[src/rtl/arp_engine.sv]
// ARP responder/resolver between the Ethernet RX demux and TX arbiter.
// Learns sender IP->MAC pairs, answers requests for the local IP and resolves lookups.
module arp_engine #(
  parameter logic [23:0] MAC_MSB     = 24'h010203,
  parameter logic [23:0] MAC_LSB     = 24'h040506,
  parameter logic [15:0] IP_MSB      = 16'hc0a8,
  parameter logic [15:0] IP_LSB      = 16'h0602,
  parameter int unsigned DEBUG       = 1,
  parameter int unsigned CACHE_DEPTH = 4
) (
  input  logic        clk,
  input  logic        aresetn,
  input  logic [7:0]  s_axis_tdata,
  input  logic        s_axis_tlast,
  input  logic        s_axis_tvalid,
  output logic        s_axis_tready,
  output logic        eth_req,
  input  logic        eth_ack,
  output logic [47:0] eth_dst_mac,
  output logic [47:0] eth_src_mac,
  output logic [15:0] eth_ethertype,
  output logic [7:0]  eth_axis_tdata,
  output logic        eth_axis_tlast,
  output logic        eth_axis_tvalid,
  input  logic        eth_axis_tready,
  input  logic        arp_lookup_req,
  input  logic [31:0] arp_lookup_ip,
  output logic        arp_lookup_done,
  output logic        arp_lookup_valid,
  output logic [47:0] arp_lookup_mac
);

  localparam int unsigned PtrW     = $clog2(CACHE_DEPTH);
  localparam logic [47:0] LocalMac = {MAC_MSB, MAC_LSB};
  localparam logic [31:0] LocalIp  = {IP_MSB, IP_LSB};

  typedef enum logic [1:0] {RxInit, RxIdle, RxEval, RxWait} rx_st_e;
  typedef enum logic [1:0] {TxIdle, TxReq, TxData} tx_st_e;

  rx_st_e rx_st_q, rx_st_d;
  tx_st_e tx_st_q, tx_st_d;

  logic [4:0]   rx_cnt_q, rx_cnt_d;
  logic [223:0] rx_sh_q, rx_sh_d;

  logic [CACHE_DEPTH-1:0]       cache_vld_q, cache_vld_d;
  logic [CACHE_DEPTH-1:0][31:0] cache_ip_q, cache_ip_d;
  logic [CACHE_DEPTH-1:0][47:0] cache_mac_q, cache_mac_d;
  logic [PtrW-1:0]              ptr_q, ptr_d;

  logic        rep_pend_q, rep_pend_d, req_pend_q, req_pend_d;
  logic [47:0] rep_sha_q, rep_sha_d;
  logic [31:0] rep_spa_q, rep_spa_d, req_ip_q, req_ip_d;
  logic        lk_done_q, lk_done_d, lk_valid_q, lk_valid_d;
  logic [47:0] lk_mac_q, lk_mac_d;

  logic [4:0]  tx_cnt_q, tx_cnt_d;
  logic [47:0] tx_dst_q, tx_dst_d, tx_tha_q, tx_tha_d;
  logic [31:0] tx_tpa_q, tx_tpa_d;
  logic        tx_reply_q, tx_reply_d;

  logic unused_debug, unused_rx_tha;
  assign unused_debug  = (DEBUG != 0);
  assign unused_rx_tha = ^rx_sh_q[79:32];

  // Frame fields once the shift register holds the first 28 bytes.
  logic [15:0] f_htype, f_ptype, f_oper;
  logic [7:0]  f_hlen, f_plen;
  logic [47:0] f_sha;
  logic [31:0] f_spa, f_tpa;
  assign f_htype = rx_sh_q[223:208];
  assign f_ptype = rx_sh_q[207:192];
  assign f_hlen  = rx_sh_q[191:184];
  assign f_plen  = rx_sh_q[183:176];
  assign f_oper  = rx_sh_q[175:160];
  assign f_sha   = rx_sh_q[159:112];
  assign f_spa   = rx_sh_q[111:80];
  assign f_tpa   = rx_sh_q[31:0];

  logic frame_ok, do_learn, do_reply, reply_done;
  assign frame_ok = (rx_cnt_q == 5'd28) && (f_htype == 16'h0001) && (f_ptype == 16'h0800) &&
                    (f_hlen == 8'd6) && (f_plen == 8'd4) &&
                    ((f_oper == 16'd1) || (f_oper == 16'd2));
  assign do_learn = (rx_st_q == RxEval) && frame_ok && (f_spa != 32'h0);
  assign do_reply = (rx_st_q == RxEval) && frame_ok && (f_oper == 16'd1) && (f_tpa == LocalIp);

  always_comb begin
    rx_st_d       = rx_st_q;
    rx_cnt_d      = rx_cnt_q;
    rx_sh_d       = rx_sh_q;
    s_axis_tready = (rx_st_q == RxIdle);
    unique case (rx_st_q)
      RxInit: rx_st_d = RxIdle;
      RxIdle: begin
        if (s_axis_tvalid) begin
          // Padding past byte 28 is consumed without disturbing the captured fields.
          if (rx_cnt_q < 5'd28) begin
            rx_sh_d  = {rx_sh_q[215:0], s_axis_tdata};
            rx_cnt_d = rx_cnt_q + 5'd1;
          end
          if (s_axis_tlast) rx_st_d = RxEval;
        end
      end
      RxEval: begin
        rx_cnt_d = '0;
        rx_st_d  = do_reply ? RxWait : RxIdle;
      end
      RxWait:  if (reply_done) rx_st_d = RxIdle;
      default: rx_st_d = RxIdle;
    endcase
  end

  logic            lk_hit, ln_hit;
  logic [PtrW-1:0] lk_idx, ln_idx;
  always_comb begin
    lk_hit = 1'b0;
    lk_idx = '0;
    ln_hit = 1'b0;
    ln_idx = '0;
    for (int unsigned i = 0; i < CACHE_DEPTH; i++) begin
      if (cache_vld_q[i] && (cache_ip_q[i] == arp_lookup_ip)) begin
        lk_hit = 1'b1;
        lk_idx = PtrW'(i);
      end
      if (cache_vld_q[i] && (cache_ip_q[i] == f_spa)) begin
        ln_hit = 1'b1;
        ln_idx = PtrW'(i);
      end
    end
  end

  always_comb begin
    cache_vld_d = cache_vld_q;
    cache_ip_d  = cache_ip_q;
    cache_mac_d = cache_mac_q;
    ptr_d       = ptr_q;
    if (do_learn) begin
      if (ln_hit) begin
        cache_mac_d[ln_idx] = f_sha;
      end else begin
        cache_vld_d[ptr_q] = 1'b1;
        cache_ip_d[ptr_q]  = f_spa;
        cache_mac_d[ptr_q] = f_sha;
        ptr_d = (ptr_q == PtrW'(CACHE_DEPTH - 1)) ? '0 : ptr_q + 1'b1;
      end
    end
    lk_done_d  = arp_lookup_req;
    lk_valid_d = arp_lookup_req && lk_hit;
    lk_mac_d   = arp_lookup_req ? (lk_hit ? cache_mac_q[lk_idx] : '0) : lk_mac_q;
  end

  assign arp_lookup_done  = lk_done_q;
  assign arp_lookup_valid = lk_valid_q;
  assign arp_lookup_mac   = lk_mac_q;

  logic [223:0] tx_frame, tx_frame_sh;
  assign tx_frame    = {16'h0001, 16'h0800, 8'h06, 8'h04, (tx_reply_q ? 16'h0002 : 16'h0001),
                        LocalMac, LocalIp, tx_tha_q, tx_tpa_q};
  assign tx_frame_sh = tx_frame << {tx_cnt_q, 3'b000};

  always_comb begin
    tx_st_d         = tx_st_q;
    tx_cnt_d        = tx_cnt_q;
    tx_dst_d        = tx_dst_q;
    tx_tha_d        = tx_tha_q;
    tx_tpa_d        = tx_tpa_q;
    tx_reply_d      = tx_reply_q;
    rep_pend_d      = rep_pend_q;
    rep_sha_d       = rep_sha_q;
    rep_spa_d       = rep_spa_q;
    req_pend_d      = req_pend_q;
    req_ip_d        = req_ip_q;
    reply_done      = 1'b0;
    eth_req         = 1'b0;
    eth_dst_mac     = '0;
    eth_src_mac     = '0;
    eth_ethertype   = '0;
    eth_axis_tdata  = '0;
    eth_axis_tlast  = 1'b0;
    eth_axis_tvalid = 1'b0;
    unique case (tx_st_q)
      TxIdle: begin
        if (rep_pend_q) begin
          tx_st_d    = TxReq;
          tx_reply_d = 1'b1;
          tx_dst_d   = rep_sha_q;
          tx_tha_d   = rep_sha_q;
          tx_tpa_d   = rep_spa_q;
          rep_pend_d = 1'b0;
        end else if (req_pend_q) begin
          tx_st_d    = TxReq;
          tx_reply_d = 1'b0;
          tx_dst_d   = '1;
          tx_tha_d   = '0;
          tx_tpa_d   = req_ip_q;
          req_pend_d = 1'b0;
        end
      end
      TxReq: begin
        eth_req       = 1'b1;
        eth_dst_mac   = tx_dst_q;
        eth_src_mac   = LocalMac;
        eth_ethertype = 16'h0806;
        if (eth_ack) begin
          tx_st_d  = TxData;
          tx_cnt_d = '0;
        end
      end
      TxData: begin
        eth_dst_mac     = tx_dst_q;
        eth_src_mac     = LocalMac;
        eth_ethertype   = 16'h0806;
        eth_axis_tvalid = 1'b1;
        eth_axis_tdata  = tx_frame_sh[223:216];
        eth_axis_tlast  = (tx_cnt_q == 5'd27);
        if (eth_axis_tready) begin
          if (tx_cnt_q == 5'd27) begin
            tx_st_d    = TxIdle;
            reply_done = tx_reply_q;
          end else begin
            tx_cnt_d = tx_cnt_q + 5'd1;
          end
        end
      end
      default: tx_st_d = TxIdle;
    endcase
    if (do_reply) begin
      rep_pend_d = 1'b1;
      rep_sha_d  = f_sha;
      rep_spa_d  = f_spa;
    end
    // A fresh miss replaces any request that has not yet been picked up.
    if (arp_lookup_req && !lk_hit) begin
      req_pend_d = 1'b1;
      req_ip_d   = arp_lookup_ip;
    end
  end

  always_ff @(posedge clk or negedge aresetn) begin
    if (!aresetn) begin
      rx_st_q     <= RxInit;
      rx_cnt_q    <= '0;
      rx_sh_q     <= '0;
      cache_vld_q <= '0;
      cache_ip_q  <= '0;
      cache_mac_q <= '0;
      ptr_q       <= '0;
      rep_pend_q  <= 1'b0;
      rep_sha_q   <= '0;
      rep_spa_q   <= '0;
      req_pend_q  <= 1'b0;
      req_ip_q    <= '0;
      lk_done_q   <= 1'b0;
      lk_valid_q  <= 1'b0;
      lk_mac_q    <= '0;
      tx_st_q     <= TxIdle;
      tx_cnt_q    <= '0;
      tx_dst_q    <= '0;
      tx_tha_q    <= '0;
      tx_tpa_q    <= '0;
      tx_reply_q  <= 1'b0;
    end else begin
      rx_st_q     <= rx_st_d;
      rx_cnt_q    <= rx_cnt_d;
      rx_sh_q     <= rx_sh_d;
      cache_vld_q <= cache_vld_d;
      cache_ip_q  <= cache_ip_d;
      cache_mac_q <= cache_mac_d;
      ptr_q       <= ptr_d;
      rep_pend_q  <= rep_pend_d;
      rep_sha_q   <= rep_sha_d;
      rep_spa_q   <= rep_spa_d;
      req_pend_q  <= req_pend_d;
      req_ip_q    <= req_ip_d;
      lk_done_q   <= lk_done_d;
      lk_valid_q  <= lk_valid_d;
      lk_mac_q    <= lk_mac_d;
      tx_st_q     <= tx_st_d;
      tx_cnt_q    <= tx_cnt_d;
      tx_dst_q    <= tx_dst_d;
      tx_tha_q    <= tx_tha_d;
      tx_tpa_q    <= tx_tpa_d;
      tx_reply_q  <= tx_reply_d;
    end
  end

endmodule

[config.mk]
export PLATFORM = sky130hd
export DESIGN_NAME = arp_engine
export DESIGN_NICKNAME = d
export VERILOG_FILES = /design/src/rtl/arp_engine.sv
export SDC_FILE = /design/constraint.sdc
export NUM_CORES = 2
export LEC_CHECK = 0
export CAP_MARGIN = 20
export CORE_ASPECT_RATIO = 0.5
export CORE_UTILIZATION = 30
export CTS_CLUSTER_DIAMETER = 80
export DETAILED_ROUTE_END_ITERATION = 12
export DONT_BUFFER_PORTS = 1
export PLACE_DENSITY = 0.44
export SYNTH_ARGS = -nofsm -noshare
export SYNTH_HDL_FRONTEND = slang
export SYNTH_SLANG_ARGS = --single-unit
[constraint.sdc]
create_clock -name clk -period 9.2 [get_ports clk]
set_clock_uncertainty 0.15 [all_clocks]
set_input_delay 2.76 -clock clk [delete_from_list [all_inputs] [get_ports clk]]
set_output_delay 2.76 -clock clk [all_outputs]
set_load 0.005 [all_outputs]
==> impl_metrics.env <==
export IMPL_synthMuxAreaShare_pct=14.5
export IMPL_fmax_mhz=170
export IMPL_antenna_found_initial=3
export IMPL_die_h_um=260
export IMPL_drv_cap=0
export IMPL_worstSetupPathType="register to primary output"
export IMPL_drt_total_wl_mm=127
export IMPL_netlist_instances=3683
export IMPL_synth_xor_area_share_pct=5.68
export IMPL_synth_top_family_by_area="multiplexers"
export IMPL_cts_setup_buffers=0
export IMPL_grt_pass1_wl_mm=189
export IMPL_firstDrtPassIters=7
export IMPL_nets=3603
export IMPL_hold_viol=0
export IMPL_grt_pass1_vias=26400
export IMPL_num_antenna_cells=0
export IMPL_drive_gt1_share_pct=15.4
export IMPL_yosysSeqAreaShare_pct=53.9
export IMPL_power_internal_mw=6.93
export IMPL_antenna_left=0
export IMPL_ios=221
export IMPL_grt_use_total_pct=19.0
export IMPL_tightest_slew_ns=1.23
export IMPL_synth_simple_area_share_pct=12.9
export IMPL_grt_max_degree=858
export IMPL_postLayoutCoreUtil_pct=33.6
export IMPL_async_reset_ff_share_pct=100
export IMPL_status="completed"
export IMPL_arrival_ns=2.96
export IMPL_synth_compound_area_share_pct=7.02
export IMPL_avgSynthCellArea_sq_um=10.8
export IMPL_layout_commonest_cell="dfrtp_1"
export IMPL_clk_latency_ns=0.68
export IMPL_fp_dieW_um=517
export IMPL_cts_tree="yes"
export IMPL_tns_ns=0
export IMPL_slew_headroom_pct=17.8
export IMPL_p_switching_mw=3.17
export IMPL_cts_sinks=857
export IMPL_cts_resized=0
export IMPL_synthAdderAreaFrac_pct=0.566
export IMPL_synth_distinct_cells=58
export IMPL_clkPwrFrac_pct=38.3
export IMPL_h_tree_depth=3
export IMPL_synthFlopType="dfrtp_1"
export IMPL_rows=94
export IMPL_max_vdd_ir_drop_v=0.000154
export IMPL_gp_congestion=0.909
export IMPL_path_max_fanout=32
export IMPL_cp_required_ns=6.29
export IMPL_post_route_drc_count=0
export IMPL_die_area_sq_mm=0.134
export IMPL_vias=26600
export IMPL_syn_area_sq_mm=0.0398
export IMPL_cts_buffer_depth=3
export IMPL_p_comb_share_pct=18.9
export IMPL_final_min_clock_period_ns=5.87
export IMPL_overflow=0
export IMPL_core_area_sq_mm=0.131
export IMPL_dpl_hpwl_mm=80.5
export IMPL_post_drt_wl_per_cell_um=23.6
export IMPL_root_buffer="clkbuf_16"
export IMPL_yosys_register_bits=857
export IMPL_nFillCells=13300
export IMPL_p_sw_share_pct=31.4
export IMPL_worst_setup_path_end_kind="primary output"
export IMPL_start_util_pct=30.3
export IMPL_pwr_share_seq_pct=42.8
export IMPL_port_buffer_count=0
export IMPL_numCtsBuffers=87
export IMPL_clk_pin_slew_ns=0.06
export IMPL_setup_viol=0
export IMPL_dr_first_iter_drc_count=1981
export IMPL_hold_path_class="register to register"
export IMPL_ys_warn_count=0
export IMPL_synth_edff_count=0
export IMPL_p_leak_nw=21.6
export IMPL_fin_crit_sh_pct=63.8
export IMPL_cts_hold_buf=0
export IMPL_area_growth_pct=11.0
export IMPL_layout_common_cells="855 x dfrtp_1, 834 x nand2_1, 288 x mux2_2, 179 x xor2_1, 141 x o21ai_0"
export IMPL_rsz0062_at_grt="no"
export IMPL_slew_violations=0
export IMPL_power_density_mw_per_mm2=229
export IMPL_start_kind="register"
export IMPL_viasPerCell=4.93
registers in the layout (all words and copies together) (netlist names), 4 cells and up:
name	flops
rx_sh_q	224
cache_mac_q	192
cache_ip_q	128
arp_lookup_mac	48
rep_sha_q	48
tx_dst_q	48
tx_tha_q	48
rep_spa_q	32
req_ip_q	32
tx_tpa_q	32
rx_cnt_q	5
tx_cnt_q	5
cache_vld_q	4
metal layers:
layer | global-route usage [%] | up-vias | part of all wire, %
met3 | 2.73 | 161 | 3.8
met2 | 30.4 | 507 | 46
met4 | 4.30 | 0 | 2.1
li1 | - | 12100 | -
met5 | 0 | - | 0
met1 | 27.0 | 13800 | 48
stage by stage:
step / power, mW / setup slack, ns / instance area, sq um / hold slack (ns) / instances
2_1_floorplan: 5.68 / 4.05 / 40000 / 0.281 / 3734
3_3_place_gp: 6.21 / 3.10 / 40900 / 0.298 / 5219
3_5_place_dp: 6.23 / 3.15 / 41000 / 0.302 / 5220
4_1_cts: 10.1 / 3.24 / 44000 / 0.319 / 5377
5_1_grt: 10.6 / 3.12 / 44200 / 0.335 / 5382
6_report: 10.1 / 3.33 / 44200 / 0.315 / 5382
worst max-delay path, cell delays in order, from the launching register on:
cell	delay, ns
dfrtp_2	1.03
mux4_2	0.67
a22oi_1	0.17
o211ai_1	0.12
and3_1	0.26
cells in the mapped netlist, types with 4 or more instances:
library cell / n / area (sq um)
mux4_2: 16 / 360
mux2i_1: 38 / 380
nor4b_1: 12 / 105
buf_6: 11 / 124
xor2_1: 179 / 1570
or4_1: 4 / 30.0
buf_1: 16 / 60.1
inv_1: 114 / 428
mux2_4: 29 / 435
clkbuf_1: 156 / 586
nand3_1: 27 / 135
nor2b_1: 4 / 25.0
mux2_1: 120 / 1350
nor4_1: 89 / 557
and3_1: 10 / 62.6
buf_4: 75 / 563
ha_1: 18 / 225
a21oi_1: 13 / 65.1
nand2_1: 834 / 3130
and2_1: 50 / 313
buf_2: 81 / 405
a31oi_1: 97 / 607
a221oi_1: 4 / 35.0
o21ai_0: 141 / 706
dfrtp_1: 857 / 21400
a22o_1: 51 / 447
mux2_2: 288 / 3240
o31ai_1: 47 / 353
o21ai_1: 12 / 60.1
nand4_1: 34 / 213
a211oi_1: 49 / 368
nor2_1: 65 / 244
a22oi_1: 7 / 52.6
nor3_1: 18 / 90.1
xnor2_1: 79 / 692
nand4b_1: 4 / 35.0
cells by family (layout without fill, tap and decap cells):
logic type	Yosys count	in the layout
buffers and inverters	453	325
AO/OA/AOI/OAI	433	433
other	1	52
XOR/XNOR	258	258
adder cells (fa/ha/maj)	18	18
AND/OR/NAND/NOR	1172	1172
multiplexers	491	491
flip-flops	857	857
power by group through the flow:
stage	combinational (mW)	clock (mW)	sequential [mW]
6_report	1.91	3.86	4.32
5_1_grt	2.11	4.12	4.36
4_1_cts	1.85	3.96	4.32
3_5_place_dp	1.84	0	4.39
3_3_place_gp	1.83	0	4.38
2_1_floorplan	1.43	0	4.25
final cells by class:
cell class | count | area [sq um] | area share [%]
Tap cell | 1776 | 2220 | 5.03
Sequential cell | 857 | 21500 | 48.6
Timing Repair Buffer | 54 | 538 | 1.22
Clock buffer | 128 | 2620 | 5.94
Multi-Input combinational cell | 2424 | 16500 | 37.3
Clock inverter | 29 | 444 | 1.01
Inverter | 114 | 428 | 0.969
final timing paths:
path | endpoint | cells past startpoint | slack (ns) | startpoint
max | eth_axis_tdata[0] | 4 | 3.33 | tx_cnt_q[0]$_DFFE_PN0P_
min | rx_sh_q[71]$_DFFE_PN0P_ | 2 | 0.31 | rx_sh_q[63]$_DFFE_PN0P_
max reg2reg | cache_mac_q[74]$_DFFE_PN0P_ | 8 | 4.97 | rx_sh_q[109]$_DFFE_PN0P_
min reg2reg | rx_sh_q[71]$_DFFE_PN0P_ | 2 | 0.31 | rx_sh_q[63]$_DFFE_PN0P_
max in group asynchronous | cache_ip_q[98]$_DFFE_PN0P_ | 2 | 5.03 | aresetn
min in group asynchronous | arp_lookup_mac[29]$_DFFE_PN0P_ | 0 | 1.64 | aresetn
(Power assumes the default switching activity.)
